==> config.mk <==
export PLATFORM = sky130hd
export DESIGN_NAME = uart_rx_flat
export DESIGN_NICKNAME = d
export VERILOG_FILES = /design/src/rtl/uart_rx_if.sv /design/src/rtl/uart_rx.sv /design/src/flat_wrapper.sv
export SDC_FILE = /design/constraint.sdc
export NUM_CORES = 1
export LEC_CHECK = 0
export ABC_AREA = 0
export BUFFER_PORTS_ARGS = -buffer_cell sky130_fd_sc_hd__buf_2
export CORE_MARGIN = 1.5
export CORE_UTILIZATION = 30
export CTS_CLUSTER_SIZE = 30
export DETAILED_ROUTE_END_ITERATION = 10
export GPL_ROUTABILITY_DRIVEN = 0
export PLACE_DENSITY_LB_ADDON = 0.12
export RECOVER_POWER = 25
export SLEW_MARGIN = 20
export SYNTH_ARGS = -nofsm -noshare
export SYNTH_HDL_FRONTEND = slang
export SYNTH_SLANG_ARGS = --single-unit
==> constraint.sdc <==
create_clock -name clk -period 2.6 [get_ports clk]
set_input_delay 0.78 -clock clk [delete_from_list [all_inputs] [get_ports clk]]
set_output_delay 0.78 -clock clk [all_outputs]
set_load 0.03 [all_outputs]
==> src/rtl/uart_rx_if.sv <==
// Serial-side and parallel-side signals of the 16x-oversampling UART receiver.
// The receiver takes the slave modport; the baud generator, line and consumer take the master modport.
interface uart_rx_if #(
  parameter int DATA_BITS = 8
);
  logic                 bau_tick_i;
  logic                 rx_i;
  logic [DATA_BITS-1:0] rx_data_o;
  logic                 rx_done_o;
  logic                 frame_err_o;
  logic                 busy_o;

  modport slave (
    input  bau_tick_i,
    input  rx_i,
    output rx_data_o,
    output rx_done_o,
    output frame_err_o,
    output busy_o
  );

  modport master (
    output bau_tick_i,
    output rx_i,
    input  rx_data_o,
    input  rx_done_o,
    input  frame_err_o,
    input  busy_o
  );
endinterface

==> src/rtl/uart_rx.sv <==
// Oversampling UART receiver: synchronises rx_i, validates the start bit at its midpoint,
// samples data bits LSB first at mid-bit and checks the stop bit.
module uart_rx #(
  parameter int DATA_BITS  = 8,
  parameter int OVERSAMPLE = 16
) (
  input  logic      clk,
  input  logic      rst,
  uart_rx_if.slave  bus
);
  localparam int SW = $clog2(OVERSAMPLE);
  localparam int NW = $clog2(DATA_BITS);
  localparam logic [SW-1:0] S_ZERO = SW'(0);
  localparam logic [SW-1:0] S_ONE  = SW'(1);
  localparam logic [SW-1:0] S_HALF = SW'(OVERSAMPLE / 2 - 1);
  localparam logic [SW-1:0] S_LAST = SW'(OVERSAMPLE - 1);
  localparam logic [NW-1:0] N_ZERO = NW'(0);
  localparam logic [NW-1:0] N_ONE  = NW'(1);
  localparam logic [NW-1:0] N_LAST = NW'(DATA_BITS - 1);

  typedef enum logic [2:0] {
    IDLE     = 3'd0,
    START    = 3'd1,
    DATA     = 3'd2,
    STOP     = 3'd3,
    BRK_WAIT = 3'd4
  } state_t;

  state_t               r_state;
  state_t               w_state_nxt;
  logic [1:0]           r_sync;
  logic                 w_rx_s;
  logic [SW-1:0]        r_s_cnt;
  logic [SW-1:0]        w_s_cnt_nxt;
  logic [NW-1:0]        r_n_cnt;
  logic [NW-1:0]        w_n_cnt_nxt;
  logic [DATA_BITS-1:0] r_shreg;
  logic [DATA_BITS-1:0] w_shreg_nxt;
  logic [DATA_BITS-1:0] r_data;
  logic [DATA_BITS-1:0] w_data_nxt;
  logic                 r_done;
  logic                 w_done_nxt;
  logic                 r_ferr;
  logic                 w_ferr_nxt;
  logic                 r_busy;

  // Two-flop synchroniser; idles high so reset does not look like a start edge.
  always_ff @(posedge clk) begin
    if (rst) begin
      r_sync <= 2'b11;
    end else begin
      r_sync <= {r_sync[0], bus.rx_i};
    end
  end

  assign w_rx_s = r_sync[1];

  // Next-state, counter, shift and strobe decode.
  always_comb begin
    w_state_nxt = r_state;
    w_s_cnt_nxt = r_s_cnt;
    w_n_cnt_nxt = r_n_cnt;
    w_shreg_nxt = r_shreg;
    w_data_nxt  = r_data;
    w_done_nxt  = 1'b0;
    w_ferr_nxt  = 1'b0;
    case (r_state)
      IDLE: begin
        if (!w_rx_s) begin
          w_state_nxt = START;
          w_s_cnt_nxt = S_ZERO;
        end else begin
          w_state_nxt = IDLE;
        end
      end
      START: begin
        if (bus.bau_tick_i) begin
          if (r_s_cnt != S_HALF) begin
            w_s_cnt_nxt = r_s_cnt + S_ONE;
          end else if (!w_rx_s) begin
            w_state_nxt = DATA;
            w_s_cnt_nxt = S_ZERO;
            w_n_cnt_nxt = N_ZERO;
          end else begin
            w_state_nxt = IDLE;
          end
        end else begin
          w_state_nxt = START;
        end
      end
      DATA: begin
        if (bus.bau_tick_i) begin
          if (r_s_cnt != S_LAST) begin
            w_s_cnt_nxt = r_s_cnt + S_ONE;
          end else begin
            w_s_cnt_nxt = S_ZERO;
            w_shreg_nxt = {w_rx_s, r_shreg[DATA_BITS-1:1]};
            if (r_n_cnt == N_LAST) begin
              w_state_nxt = STOP;
            end else begin
              w_n_cnt_nxt = r_n_cnt + N_ONE;
            end
          end
        end else begin
          w_state_nxt = DATA;
        end
      end
      STOP: begin
        if (bus.bau_tick_i) begin
          if (r_s_cnt != S_LAST) begin
            w_s_cnt_nxt = r_s_cnt + S_ONE;
          end else if (w_rx_s) begin
            w_s_cnt_nxt = S_ZERO;
            w_data_nxt  = r_shreg;
            w_done_nxt  = 1'b1;
            w_state_nxt = IDLE;
          end else begin
            w_s_cnt_nxt = S_ZERO;
            w_ferr_nxt  = 1'b1;
            w_state_nxt = BRK_WAIT;
          end
        end else begin
          w_state_nxt = STOP;
        end
      end
      BRK_WAIT: begin
        if (w_rx_s) begin
          w_state_nxt = IDLE;
        end else begin
          w_state_nxt = BRK_WAIT;
        end
      end
      default: begin
        w_state_nxt = IDLE;
        w_s_cnt_nxt = S_ZERO;
        w_n_cnt_nxt = N_ZERO;
      end
    endcase
  end

  // State, datapath and registered outputs; busy tracks the state being entered.
  always_ff @(posedge clk) begin
    if (rst) begin
      r_state <= IDLE;
      r_s_cnt <= S_ZERO;
      r_n_cnt <= N_ZERO;
      r_shreg <= '0;
      r_data  <= '0;
      r_done  <= 1'b0;
      r_ferr  <= 1'b0;
      r_busy  <= 1'b0;
    end else begin
      r_state <= w_state_nxt;
      r_s_cnt <= w_s_cnt_nxt;
      r_n_cnt <= w_n_cnt_nxt;
      r_shreg <= w_shreg_nxt;
      r_data  <= w_data_nxt;
      r_done  <= w_done_nxt;
      r_ferr  <= w_ferr_nxt;
      r_busy  <= (w_state_nxt != IDLE);
    end
  end

  assign bus.rx_data_o   = r_data;
  assign bus.rx_done_o   = r_done;
  assign bus.frame_err_o = r_ferr;
  assign bus.busy_o      = r_busy;
endmodule

==> src/flat_wrapper.sv <==
// flat-port wrapper written by rule: the top's interface ports become plain ports
module uart_rx_flat 
#(
  parameter int DATA_BITS  = 8,
  parameter int OVERSAMPLE = 16
)
  (clk, rst, bus_bau_tick_i, bus_rx_i, bus_rx_data_o, bus_rx_done_o, bus_frame_err_o, bus_busy_o);
  uart_rx_if #(.DATA_BITS(DATA_BITS)) bus_i ();
  input  logic clk;
  input  logic rst;
  input wire logic [$bits(bus_i.bau_tick_i)-1:0] bus_bau_tick_i;
  input wire logic [$bits(bus_i.rx_i)-1:0] bus_rx_i;
  output wire logic [$bits(bus_i.rx_data_o)-1:0] bus_rx_data_o;
  output wire logic [$bits(bus_i.rx_done_o)-1:0] bus_rx_done_o;
  output wire logic [$bits(bus_i.frame_err_o)-1:0] bus_frame_err_o;
  output wire logic [$bits(bus_i.busy_o)-1:0] bus_busy_o;
  assign bus_i.bau_tick_i = bus_bau_tick_i;
  assign bus_i.rx_i = bus_rx_i;
  assign bus_rx_data_o = bus_i.rx_data_o;
  assign bus_rx_done_o = bus_i.rx_done_o;
  assign bus_frame_err_o = bus_i.frame_err_o;
  assign bus_busy_o = bus_i.busy_o;
  uart_rx #(.DATA_BITS(DATA_BITS), .OVERSAMPLE(OVERSAMPLE)) u_core (.clk(clk), .rst(rst), .bus(bus_i));
endmodule
======== Word-level counts from Yosys, hierarchy flattened ========
Index checks and enable logic that the tools add are counted.
operators by class
  add/subtract/negate cells ............... 2
  multipliers ............................. 0
  divide/modulo/power cells ............... 0
  magnitude comparators ................... 0
  equal/unequal tests ..................... 14
  shift-type cells ........................ 0
  multiplexer cells ....................... 26
  bitwise operators ....................... 5
  reduce and logical (&&, ||, !) cells .... 9
operator list
  kind                   count
  $mux W3                14
  $mux W4                5
  $pmux W4 S4            1
  $pmux W3 S5            1
  $ne A2 B2 Y1 const B   6
  $pmux W3 S3            1
  $reduce_and A7 Y1      1
  $eq A3 B2 Y1 const B   2
  $eq A3 B3 Y1 const B   2
  $reduce_and A3 Y1      2
  $not A1 Y1             5
  $add A4 B1 Y4 const B  1
  $ne A4 B3 Y1 const B   1
  $ne A4 B4 Y1 const B   1
  $reduce_and A4 Y1      1
  $reduce_or A4 Y1       1
  $add A3 B1 Y3 const B  1
  $eq A3 B1 Y1 const B   1
  $logic_not A3 Y1       1
  $mux W1                3
  $reduce_bool A3 Y1     1
  $reduce_or A3 Y1       1
  $mux W2                1
  $ne A2 B1 Y1 const B   1
  $reduce_or A2 Y1       1
word-level totals
  bits in registers ....................... 31
  bits in latches ......................... 0
  memory bits (writable) .................. 0
  memory bits (read-only) ................. 0
  input bits .............................. 4
  word-level logic and storage cells ...... 65
  memories kept ........................... 0

======== Depth between registers and ports, before layout ========
Gate-level depths: netlist of the first run.
  depth after elaboration ................. 6
  mapped depth ............................ 6
  depth with buffers taken out ............ 6

======== Least setup slack after synthesis of the first run ========
No wires, ideal clock.
  path kind ............................... input -> register
  start point ............................. in bus_bau_tick_i
  end point ............................... reg u_core.r_n_cnt[0]
  setup time .............................. 0.070 ns
  arrival time ............................ 1.777 ns
  data required time ...................... 2.530 ns
  slack ................................... 0.753 ns
  stages .................................. 5
  path buffers ............................ 1
  path through ............................ nand2b_1 > or3_1 > buf_2 > or3_1 > a21oi_1
on the way
  word-level cells in the longest chain between the ends .. 2
RTL lines
  element                                 RTL line            RTL
  start: declaration                      flat_wrapper.sv:11  input wire logic [$bits(bus_i.bau_tick_i)-1:0] bus_bau_tick_i;
  $ne A2 B2 Y1 (no source line)           --
  $reduce_and A7 Y1 (no source line) (*)  --
  end signal: assignment                  uart_rx.sv:155      r_n_cnt <= w_n_cnt_nxt;
  end: declaration                        uart_rx.sv:35       logic [NW-1:0] r_n_cnt;
Mark *: on every way between the ends. The rest lies on a longest branch, timed or not.
A chain may end at the register's enable or synchronous reset.

======== Worst setup path after layout of the first run ========
  start point ............................. reg u_core.r_s_cnt[0]
  end point ............................... reg u_core.r_n_cnt[0]
on the way
  word-level cells in the longest chain between the ends .. 3
RTL lines
  element                                              RTL line                      RTL
  start: declaration                                   uart_rx.sv:33                 logic [SW-1:0] r_s_cnt;
  start signal: assignment                             uart_rx.sv:154                r_s_cnt <= w_s_cnt_nxt;
  $ne A4 B4 Y1 / $ne A4 B3 Y1 (equally long branches)  uart_rx.sv:93, uart_rx.sv:78
  $ne A2 B2 Y1 (no source line)                        --
  $reduce_and A7 Y1 (no source line) (*)               --
Marked as above.

==> results_dict.tcl, run 1 <==
set metrics [dict create \
    cell_type_group_with_the_largest_total_delay_on_the_critical_path "simple AND/OR/NAND/NOR gates" \
    drt-initial-drc-count 61 \
    dr_total_vias 1151 \
    run_status "completed" \
    critical-path-max-stage-delay_ns 0.56 \
    rr_startpoint "u_core.r_s_cnt[0]$_SDFFE_PP0P_" \
    ff2ff_path_depth 5 \
    holdCritStartpoint "u_core.r_sync[0]$_SDFF_PP1_" \
    floorplan.initialDensity_pct 31.5 \
    final-setup-viol-count 0 \
    grt_use_total_pct 12.9 \
    hold_class "register to register" \
    core.rowCount 24 \
    htreeDepth 2 \
    crit_path_max_fanout 9 \
    ys_ff_latch 31 \
    cts_buffer_depth 2 \
    relSlewSlack_pct 55.3 \
    syn-num-nets 160 \
    powerDensity_mw_per_mm2 611 \
    cts_inserted_buffers 5 \
    total_power_uw 968 \
    cp_cell_sequence "ha_1 > nand4_1 > or3_1 > or3_1 > a21oi_1" \
    r2r_slack_ns 0.52 \
    worst_hold_slack_ns 0.409 \
    internal_power_uw 773 \
    dieHeight_um 70.9 \
    worstMarginPinSlew_ns 0.660 \
    postRouteWirelength_um 2940 \
    worst_vdd_ir_mv 0.370 \
    clock_latency_ns 0.28 \
    ios 15 \
    synth_cell_type_count 40 \
    overflow 0 \
    layout.cells.non_filler 220 \
    synth_largest_area_cell "dfxtp_1" \
    vias_per_cell 5.23 \
    grt_pass1_wl_um 5050 \
    worstPathArrival_ns 2.29 \
    syn_inst 153 \
    synth.top_cells.by_area "dfxtp_1 (45%), nand2_1 (6.0%), mux2i_1 (5.8%)" \
    critical-path-slowest-cell "or3_1" \
    first_global_vias 1069 \
    power.switching_fraction_pct 20.2 \
    synth_edf_count 0 \
    layout.nets 175 \
    final_critical_path_share_of_the_clock_period_pct 80.0 \
    cts_tree "built" \
    grt_antenna_before_repair 0 \
    numClockSinks 31 \
    drt-wirelength-per-cell_um 13.4 \
    post_cts.resized_instances 0 \
    grt_max_degree 33 \
    critical_path.startpoint_type "register" \
    core_area_mm2 0.00438 \
    number_of_max_cap_violations 0 \
    ctsHoldBuffers 0 \
    mappedNetlistArea_mm2 0.00138 \
    dieArea_mm2 0.00502 \
    final-max-slew-violation-count 0 \
    clock_skew_ns 0.00516 \
    cp.required_ns 2.81 \
    achievable-frequency_ghz 0.481 \
    rsz0062_at_grt "false" \
    rr_endpoint "u_core.r_n_cnt[0]$_SDFFE_PP0P_" \
    synth_largest_type_area_fraction_pct 44.9 \
    drive_gt1_share_pct 13.1 \
    drt_pass1_iterations 5 \
    post_synthesis_average_cell_area_um2 9.04 \
    numPortBuffers 14 \
    worst_setup_path_end_kind "register" \
    place.detailed.hpwl_um 1980 \
    mostFrequentLayoutCells "dfxtp_1 (31), nand2_1 (22), nor2_1 (13), a21oi_1 (13), buf_2 (9)" \
    clock_period_minus_worst_slack_ns 2.08 \
    cts.repair_timing.setup_buffer_count 0 \
    cts-root-buf "clkbuf_8" \
    final_common_cell "dfxtp_1" \
    ys_warn_count 0 \
    worstHoldEndpoint "u_core.r_sync[1]$_SDFF_PP1_" \
    detail-route-antenna-nets 0 \
    total_leakage_power_nw 0.604 \
    totalNegativeSetupSlack_ns 0 \
    drc 0 \
    path_class "register to register" \
    antenna_cells_inserted 0 \
    worst_path_most_repeated_cell "or3_1" \
    dpl.cell_count 213 \
    synthToLayoutAreaGrowth_pct 14.7 \
    power_frac_clock_pct 46.2 \
    seq_area_frac_synth_pct 44.9 \
    total_switching_power_uw 195 \
    cts.clk_slew.worst_paths_ns 0.06 \
    async_flop_share_pct 0 \
    seqPwrFrac_pct 49.9 \
    floorplan.die.width_um 70.9 \
    worstHoldPathCells 1 \
    synth_ff_type "dfxtp_1" \
    hold_viol_final 0 \
    pwr-share-comb_pct 3.9 \
    path_buf_inv 0 \
]
## kinds of logic after synthesis
| kind of cell | synth area share, % |
|---|---|
| AO/OA/AOI/OAI | 16.9 |
| adder cells (fa/ha/maj) | 2.72 |
| buffers and inverters | 3.26 |
| flip-flops | 44.9 |
| multiplexers | 5.79 |
| AND/OR/NAND/NOR | 26.4 |
## power groups by stage
| stage | combinational [mW] | clock (mW) | sequential, mW |
|---|---|---|---|
| 2_1_floorplan | 0.0260 | 0 | 0.493 |
| 3_3_place_gp | 0.0368 | 0 | 0.494 |
| 3_5_place_dp | 0.0375 | 0 | 0.494 |
| 4_1_cts | 0.0376 | 0.462 | 0.483 |
| 5_1_grt | 0.0416 | 0.489 | 0.483 |
| 6_report | 0.0374 | 0.447 | 0.483 |
## synthesized netlist by cell type, types with 2 or more instances
cell      number
o31a_1         2
nor4_1         4
o22a_1         2
a21oi_1       13
ha_1           3
nand2b_1       3
or2_2          3
dfxtp_1       31
or3_1          4
nor4b_1        2
and3_1         3
nor2_1        13
a22o_1         2
buf_2          3
mux2i_1        8
inv_1          2
a211oi_1       2
nand3b_1       2
o211a_1        2
clkbuf_1       4
nand3_1        2
a31oi_1        2
nor3_1         3
nand2_1       22
## registers in the layout (all words and copies together) (netlist names)
name,cells
u_core.r_s_cnt,4
u_core.bus.frame_err_o,1
u_core.r_sync,2
u_core.bus.busy_o,1
u_core.r_n_cnt,3
u_core.r_shreg,8
u_core.bus.rx_done_o,1
u_core.bus.rx_data_o,8
u_core.r_state,3
## area by class of cell
cell class	instances	area [um2]
clock buffers	6	72.6
clock inverters	1	30.0
fillers	463	2800
inverters	2	7.51
multi-input cells	112	711
flip-flops and latches	31	621
well taps	52	65.1
repair buffers	16	78.8
## through the flow
stage / util [%] / setup WS [ns] / area, um2
floorplan: - / 0.753 / 1380
global placement: 34.1 / 0.510 / 1500
detailed placement: 34.1 / 0.465 / 1500
CTS: 36.4 / 0.584 / 1600
global route: 36.2 / 0.338 / 1590
finish: 36.2 / 0.521 / 1590
## per-layer routing
metal  track usage (%)  share of wire, %  vias up  wire length, um
met2              18.5                42       22             1230
met4              6.92               2.3        0               69
met1              17.3                51      538             1510
met3              3.99               4.4        8              130
met5                 0                 0        -                0
li1                  -                 -      583                -
## how the worst max path moves through the flow
stage                                   startpoint                             end  depth (start not counted)
floorplan                           bus_bau_tick_i  u_core.r_n_cnt[0]$_SDFFE_PP0P_                          5
global placement                    bus_bau_tick_i  u_core.r_n_cnt[0]$_SDFFE_PP0P_                          5
detailed placement                  bus_bau_tick_i  u_core.r_n_cnt[0]$_SDFFE_PP0P_                          5
CTS                 u_core.r_s_cnt[0]$_SDFFE_PP0P_  u_core.r_n_cnt[0]$_SDFFE_PP0P_                          5
global route        u_core.r_s_cnt[0]$_SDFFE_PP0P_  u_core.r_n_cnt[0]$_SDFFE_PP0P_                          5
finish              u_core.r_s_cnt[0]$_SDFFE_PP0P_  u_core.r_n_cnt[0]$_SDFFE_PP0P_                          5
Power figures use the tool's default switching activity.
==> run 2, diff against run 1 <==
--- a/config.mk
+++ b/config.mk
@@ -5,7 +5,7 @@
 export SDC_FILE = /design/constraint.sdc
 export NUM_CORES = 1
 export LEC_CHECK = 0
-export ABC_AREA = 0
+export ABC_AREA = 1
 export BUFFER_PORTS_ARGS = -buffer_cell sky130_fd_sc_hd__buf_2
 export CORE_MARGIN = 1.5
 export CORE_UTILIZATION = 30
==> constraint.sdc (replaced) <==
create_clock -name clk -period 1.7 [get_ports clk]
set_input_delay 0.51 -clock clk [delete_from_list [all_inputs] [get_ports clk]]
set_output_delay 0.51 -clock clk [all_outputs]
set_load 0.03 [all_outputs]
==> run 2 against run 1 <==
Sequential power grew 55%. Clock power up 68%. First-iteration DRC count rose by 4.9%. Critical endpoint is now u_core.r_shreg[5]$_SDFFE_PP0P_. Largest cell class unchanged. Largest power group is now clock. Highest routed layer unchanged.
==> results_dict.tcl, run 2 <==
set metrics [dict create \
    synth.top_cells.by_area "dfxtp_1 (43%), nand2_1 (8.8%), inv_1 (5.9%)" \
    hold_class "primary input to register" \
    ys_ff_latch 31 \
    core_area_mm2 0.00469 \
    syn-num-nets 200 \
    r2r_slack_ns 0.16 \
    run_status "completed" \
    vias_per_cell 4.62 \
    post_synthesis_average_cell_area_um2 7.54 \
    mappedNetlistArea_mm2 0.00146 \
    crit_path_max_fanout 16 \
    totalNegativeSetupSlack_ns 0 \
    clock_period_minus_worst_slack_ns 1.54 \
    critical_path.startpoint_type "register" \
    cts.clk_slew.worst_paths_ns 0.07 \
    met1_length_um 1600 \
    synth_largest_area_cell "dfxtp_1" \
    grt_pass1_wl_um 5640 \
    synth_largest_type_area_fraction_pct 42.6 \
    overflow 0 \
    most_used_standard_cell_by_instance_count_after_synthesis "nand2_1" \
    regArea_um2 622 \
    floorplan.initialDensity_pct 31.0 \
    worst_hold_slack_ns 0.407 \
    drt_pass1_iterations 4 \
    cts_buffer_depth 2 \
    achievable-frequency_ghz 0.651 \
    mostFrequentLayoutCells "nand2_1 (34), dfxtp_1 (30), inv_1 (24)" \
    first_global_vias 1223 \
    final_critical_path_share_of_the_clock_period_pct 90.3 \
    utilization_pct 37.6 \
    numClockSinks 31 \
    cell_type_group_with_the_largest_total_delay_on_the_critical_path "simple AND/OR/NAND/NOR gates" \
    placed_cell_area_mm2 0.00158 \
    synth_edf_count 0 \
    cts_tree "built" \
    ios 15 \
    drive_gt1_share_pct 23.4 \
    worstPathArrival_ns 1.74 \
    dr_total_vias 1275 \
    place.detailed.hpwl_um 2340 \
    route.met3.wl_um 134 \
    ff2ff_path_depth 8 \
    critical-path-max-stage-delay_ns 0.37 \
    synth_cell_type_count 27 \
    htreeDepth 2 \
    num-fill-cells 512 \
    final-max-slew-violation-count 0 \
    drt-wirelength-per-cell_um 11.7 \
    grt_antenna_before_repair 0 \
    final_common_cell "nand2_1" \
    core.rowCount 25 \
    drt-initial-drc-count 64 \
    floorplan.die.width_um 72.6 \
    ys_warn_count 0 \
    hold_viol_final 0 \
    final-setup-viol-count 0 \
    cts-root-buf "clkbuf_8" \
    dieArea_mm2 0.00528 \
    clock_latency_ns 0.28 \
    pre_cts_setup_slack_ns 0.0789 \
    worstMarginPinSlew_ns 0.396 \
    synthToLayoutAreaGrowth_pct 21.3 \
    grt_max_degree 18 \
    drc 0 \
    startpoint_of_the_worst_setup_timing_path "u_core.r_s_cnt[1]$_SDFFE_PP0P_" \
    cts_inserted_buffers 5 \
    clock_skew_ns 0.00810 \
    total_power_mw 1.61 \
    route.top_layer_used "met4" \
    dpl.cell_count 261 \
    layout.nets 228 \
    seq_area_frac_synth_pct 42.6 \
    synth_ff_type "dfxtp_1" \
    setup.worst_path.end "u_core.r_shreg[5]$_SDFFE_PP0P_" \
    critical-path-slowest-cell "dfxtp_2" \
    rr_endpoint "u_core.r_shreg[5]$_SDFFE_PP0P_" \
    rsz0062_at_grt "false" \
    worst_vdd_ir_mv 0.388 \
    cp_cell_sequence "ha_2 > nand3_2 > clkinv_1 > nand2_2 > nor2_8 > buf_12 > o21ai_0 > a21oi_1" \
    path_buf_inv 2 \
    stdcell_area_mm2 0.00177 \
    layout_setup_ws_ns 0.165 \
    syn_inst 193 \
    ctsHoldBuffers 0 \
    relSlewSlack_pct 73.6 \
    path_class "register to register" \
    rr_startpoint "u_core.r_s_cnt[1]$_SDFFE_PP0P_" \
    routed-wl-met2_um 1460 \
    grt_use_total_pct 13.8 \
    antenna_cells_inserted 0 \
    cp.required_ns 1.91 \
    multi_input_logic_area_um2 691 \
    postRouteWirelength_um 3230 \
    synth.cells.most_frequent "nand2_1 (34), dfxtp_1 (31), inv_1 (23)" \
    layout.cells.non_filler 276 \
    cp.depth 8 \
    numPortBuffers 14 \
    dieHeight_um 72.6 \
    powerDensity_mw_per_mm2 910 \
    total_leakage_power_nw 0.793 \
    async_flop_share_pct 0 \
    worst_setup_path_end_kind "register" \
    number_of_max_cap_violations 0 \
    detail-route-antenna-nets 0 \
]
[run 2: changes by cell type after synthesis, sizes merged, moves of 3 or more]
cell / before / now
inv: 2 / 25
o21ai: 1 / 22
nand2: 22 / 38
nand3: 2 / 18
nor2: 13 / 22
a21oi: 13 / 21
mux2i: 8 / 0
nor3: 5 / 0
clkbuf: 4 / 0
or3: 4 / 0
and3: 3 / 0
nand2b: 3 / 0
nor4: 4 / 1
[run 2: power by group]
part / switching [mW] / internal, mW
logic: 0.0716 / 0.0362
clock network: 0.279 / 0.474
registers: 0.00819 / 0.738
total: 0.359 / 1.25
[run 2: worst register-to-register path, cell delays in order (launching register included)]
cell and delay [ns]:
dfxtp_2 0.37, ha_2 0.23, nand3_2 0.18, clkinv_1 0.12, nand2_2 0.10, nor2_8 0.13, buf_12 0.14, o21ai_0 0.07
a21oi_1 0.13
[run 2: final cells by class]
| cell class | count | area share, % |
|---|---|---|
| multi-input cells | 130 | 39.1 |
| flip-flops and latches | 31 | 35.2 |
| repair buffers | 26 | 9.14 |
| inverters | 27 | 6.02 |
| clock buffers | 6 | 4.68 |
| well taps | 54 | 3.83 |
| clock inverters | 2 | 1.98 |
[run 2: cell families after synthesis]
logic type	share of synthesized area, %
AOI/OAI and AO/OA	16.9
adders and majority gates	2.58
DFF	42.6
xor gates and xnor gates	0.602
buffers and inverters	10.3
and+or+nand+nor	27.0
[run 2: worst min-delay path by stage]
stage	end	cells past startpoint	startpoint
2_1_floorplan	u_core.r_sync[1]$_SDFF_PP1_	1	u_core.r_sync[0]$_SDFF_PP1_
3_3_place_gp	u_core.r_sync[1]$_SDFF_PP1_	1	u_core.r_sync[0]$_SDFF_PP1_
3_5_place_dp	u_core.r_sync[1]$_SDFF_PP1_	1	u_core.r_sync[0]$_SDFF_PP1_
4_1_cts	u_core.r_sync[0]$_SDFF_PP1_	2	bus_rx_i
5_1_grt	u_core.r_sync[0]$_SDFF_PP1_	2	bus_rx_i
6_report	u_core.r_sync[0]$_SDFF_PP1_	2	bus_rx_i
[run 2: what timing repair did]
action | 4_1_cts | 5_1_grt
gates resized for setup | 0 | 6
setup endpoints to repair | 0 | 18
setup buffers | 0 | 7
[run 2: per-layer routing]
| layer | track usage (%) | vias to the layer above |
|---|---|---|
| met5 | 0 | - |
| met4 | 4.40 | 0 |
| met3 | 3.73 | 3 |
| met1 | 18.6 | 568 |
| li1 | - | 680 |
| met2 | 21.6 | 24 |
==> run 3, diff against run 2 <==
--- a/config.mk
+++ b/config.mk
@@ -6,13 +6,14 @@
 export NUM_CORES = 1
 export LEC_CHECK = 0
 export ABC_AREA = 1
-export BUFFER_PORTS_ARGS = -buffer_cell sky130_fd_sc_hd__buf_2
+export BUFFER_PORTS_ARGS = -buffer_cell sky130_fd_sc_hd__buf_4
 export CORE_MARGIN = 1.5
 export CORE_UTILIZATION = 30
+export CTS_CLUSTER_DIAMETER = 60
 export CTS_CLUSTER_SIZE = 30
 export DETAILED_ROUTE_END_ITERATION = 10
 export GPL_ROUTABILITY_DRIVEN = 0
-export PLACE_DENSITY_LB_ADDON = 0.12
+export PLACE_DENSITY = 0.48
 export RECOVER_POWER = 25
 export SLEW_MARGIN = 20
 export SYNTH_ARGS = -nofsm -noshare
==> run 3 against run 2 <==
Clock power is 28% lower. Clock-buffer cell count fell by 1. Die area did not move. Register-to-register slack worse by 0.02 ns. Sequential power hardly changed. Non-clock buffer count down 4. Sequential share of layout area rose by 1.4 points. Fmax is 1.4% lower. Final cell count is 1.4% lower. Cell area decreased by 3.8%.
==> results_dict.tcl, run 3 (same netlist as run 2, synthesis figures left out) <==
set metrics [dict create \
    hold_class "register to register" \
    worstPathArrival_ns 1.77 \
    cts-root-buf "clkbuf_8" \
    hold_viol_final 0 \
    detail-route-antenna-nets 0 \
    dr_total_vias 1269 \
    rr_endpoint "u_core.r_shreg[2]$_SDFFE_PP0P_" \
    critical-path-slowest-cell "dfxtp_2" \
    clock_period_minus_worst_slack_ns 1.56 \
    worst_hold_slack_ns 0.415 \
    placed_cell_area_mm2 0.00161 \
    overflow 0 \
    run_status "completed" \
    drt-initial-drc-count 63 \
    worstHoldPathCells 1 \
    rsz0062_at_grt "false" \
    core_area_mm2 0.00469 \
    powerDensity_mw_per_mm2 819 \
    path_class "register to register" \
    r2r_slack_ns 0.14 \
    cts_tree "built" \
    number_of_max_cap_violations 0 \
    drc 0 \
    ctsHoldBuffers 0 \
    worst_setup_path_end_kind "register" \
    cp_cell_sequence "ha_2 > nand3_2 > clkinv_1 > nand2_2 > nor2_8 > buf_4 > o21ai_0 > a21oi_1" \
    relSlewSlack_pct 72.8 \
    postRouteWirelength_um 2970 \
    drive_gt1_share_pct 20.6 \
    place.detailed.hpwl_um 2250 \
    cts_inserted_buffers 5 \
    floorplan.die.width_um 72.6 \
    worstMarginPinSlew_ns 0.407 \
    antenna_cells_inserted 0 \
    core.rowCount 25 \
    final_common_cell "nand2_1" \
    clock_skew_ns 0.00560 \
    final_critical_path_share_of_the_clock_period_pct 91.6 \
    htreeDepth 2 \
    dieArea_mm2 0.00528 \
    utilization_pct 36.2 \
    grt_antenna_before_repair 0 \
    layout.nets 224 \
    grt_max_degree 20 \
    final-max-slew-violation-count 0 \
    first_global_vias 1138 \
    worstHoldEndpoint "u_core.r_sync[1]$_SDFF_PP1_" \
    clock_latency_ns 0.28 \
    worst_vdd_ir_mv 0.542 \
    cts.clk_slew.worst_paths_ns 0.06 \
    ios 15 \
    grt_use_total_pct 13.1 \
    vias_per_cell 4.67 \
    cp.required_ns 1.91 \
    critical_path.startpoint_type "register" \
    total_power_mw 1.39 \
    holdCritStartpoint "u_core.r_sync[0]$_SDFF_PP1_" \
    drt_pass1_iterations 4 \
    ff2ff_path_depth 8 \
    crit_path_max_fanout 15 \
    synthToLayoutAreaGrowth_pct 16.7 \
    numPortBuffers 14 \
    critical-path-max-stage-delay_ns 0.37 \
    drt-wirelength-per-cell_um 10.9 \
    cts_buffer_depth 2 \
    floorplan.initialDensity_pct 31.0 \
    final-setup-viol-count 0 \
    numClockSinks 31 \
    mostFrequentLayoutCells "nand2_1 (34), dfxtp_1 (30), inv_1 (24)" \
    dieHeight_um 72.6 \
    rr_startpoint "u_core.r_s_cnt[1]$_SDFFE_PP0P_" \
    totalNegativeSetupSlack_ns 0 \
    achievable-frequency_ghz 0.642 \
    total_leakage_power_nw 0.750 \
    grt_pass1_wl_um 5200 \
    stdcell_area_mm2 0.00170 \
]
==> run 3: changes by cell type in the layout (fill, tap and decap cells not counted), moves of 2 or more <==
cell	before	now
buf_2	8	0
buf_4	10	13
clkbuf_1	7	9
clkinv_2	1	3
==> run 3: through the flow <==
| step | cells | setup slack, ns |
|---|---|---|
| 3_5_place_dp | 260 | 0.0921 |
| 5_1_grt | 272 | 0.00893 |
| 3_3_place_gp | 260 | 0.149 |
| 6_report | 272 | 0.143 |
| 2_1_floorplan | 193 | 0.329 |
| 4_1_cts | 268 | 0.0800 |
==> run 3: worst max path at each step <==
stage / start / to / slack (ns) / depth (start not counted)
global route: u_core.r_s_cnt[1]$_SDFFE_PP0P_ / u_core.bus.busy_o$_SDFF_PP0_ / 0.009 / 9
global placement: u_core.r_s_cnt[1]$_SDFFE_PP0P_ / u_core.bus.busy_o$_SDFF_PP0_ / 0.15 / 9
floorplan: u_core.r_s_cnt[1]$_SDFFE_PP0P_ / u_core.bus.rx_data_o[5]$_SDFFE_PP0P_ / 0.33 / 8
finish: u_core.r_s_cnt[1]$_SDFFE_PP0P_ / u_core.r_shreg[2]$_SDFFE_PP0P_ / 0.14 / 8
CTS: u_core.r_s_cnt[1]$_SDFFE_PP0P_ / u_core.bus.busy_o$_SDFF_PP0_ / 0.08 / 9
detailed placement: u_core.r_s_cnt[1]$_SDFFE_PP0P_ / u_core.bus.busy_o$_SDFF_PP0_ / 0.09 / 9
==> run 3: per-layer routing <==
metal,global-route usage [%],vias to the layer above,wire length (um)
met2,21.6,18,1460
met3,4.56,2,96
met4,5.03,0,25
met5,0,-,0
met1,15.6,572,1390
li1,-,677,-
==> run 3: layout make-up <==
cell class / count / area [um2]
fillers: 538 / 2990
multi-input cells: 130 / 687
flip-flops and latches: 31 / 622
repair buffers: 22 / 131
inverters: 27 / 106
clock buffers: 5 / 68.8
well taps: 54 / 67.6
clock inverters: 3 / 15.0
==> run 3: timing repair <==
item                       4_1_cts  5_1_grt
resized for setup                0        4
setup buffers                    0        4
setup endpoints to repair        0       17
==> run 3: worst max-delay path, delay by kind of cell (launching register included) <==
family                     cells  cell delay, ns
AOI/OAI and AO/OA              2            0.17
DFF                            1            0.37
buffers and inverters          2            0.26
adders and majority gates      1            0.22
and+or+nand+nor                3            0.47
==> run 3: where the power goes <==
| group | switching, mW | internal [mW] |
|---|---|---|
| Clock | 0.260 | 0.279 |
| Sequential | 0.00856 | 0.739 |
| Combinational | 0.0688 | 0.0361 |
| Total | 0.337 | 1.05 |
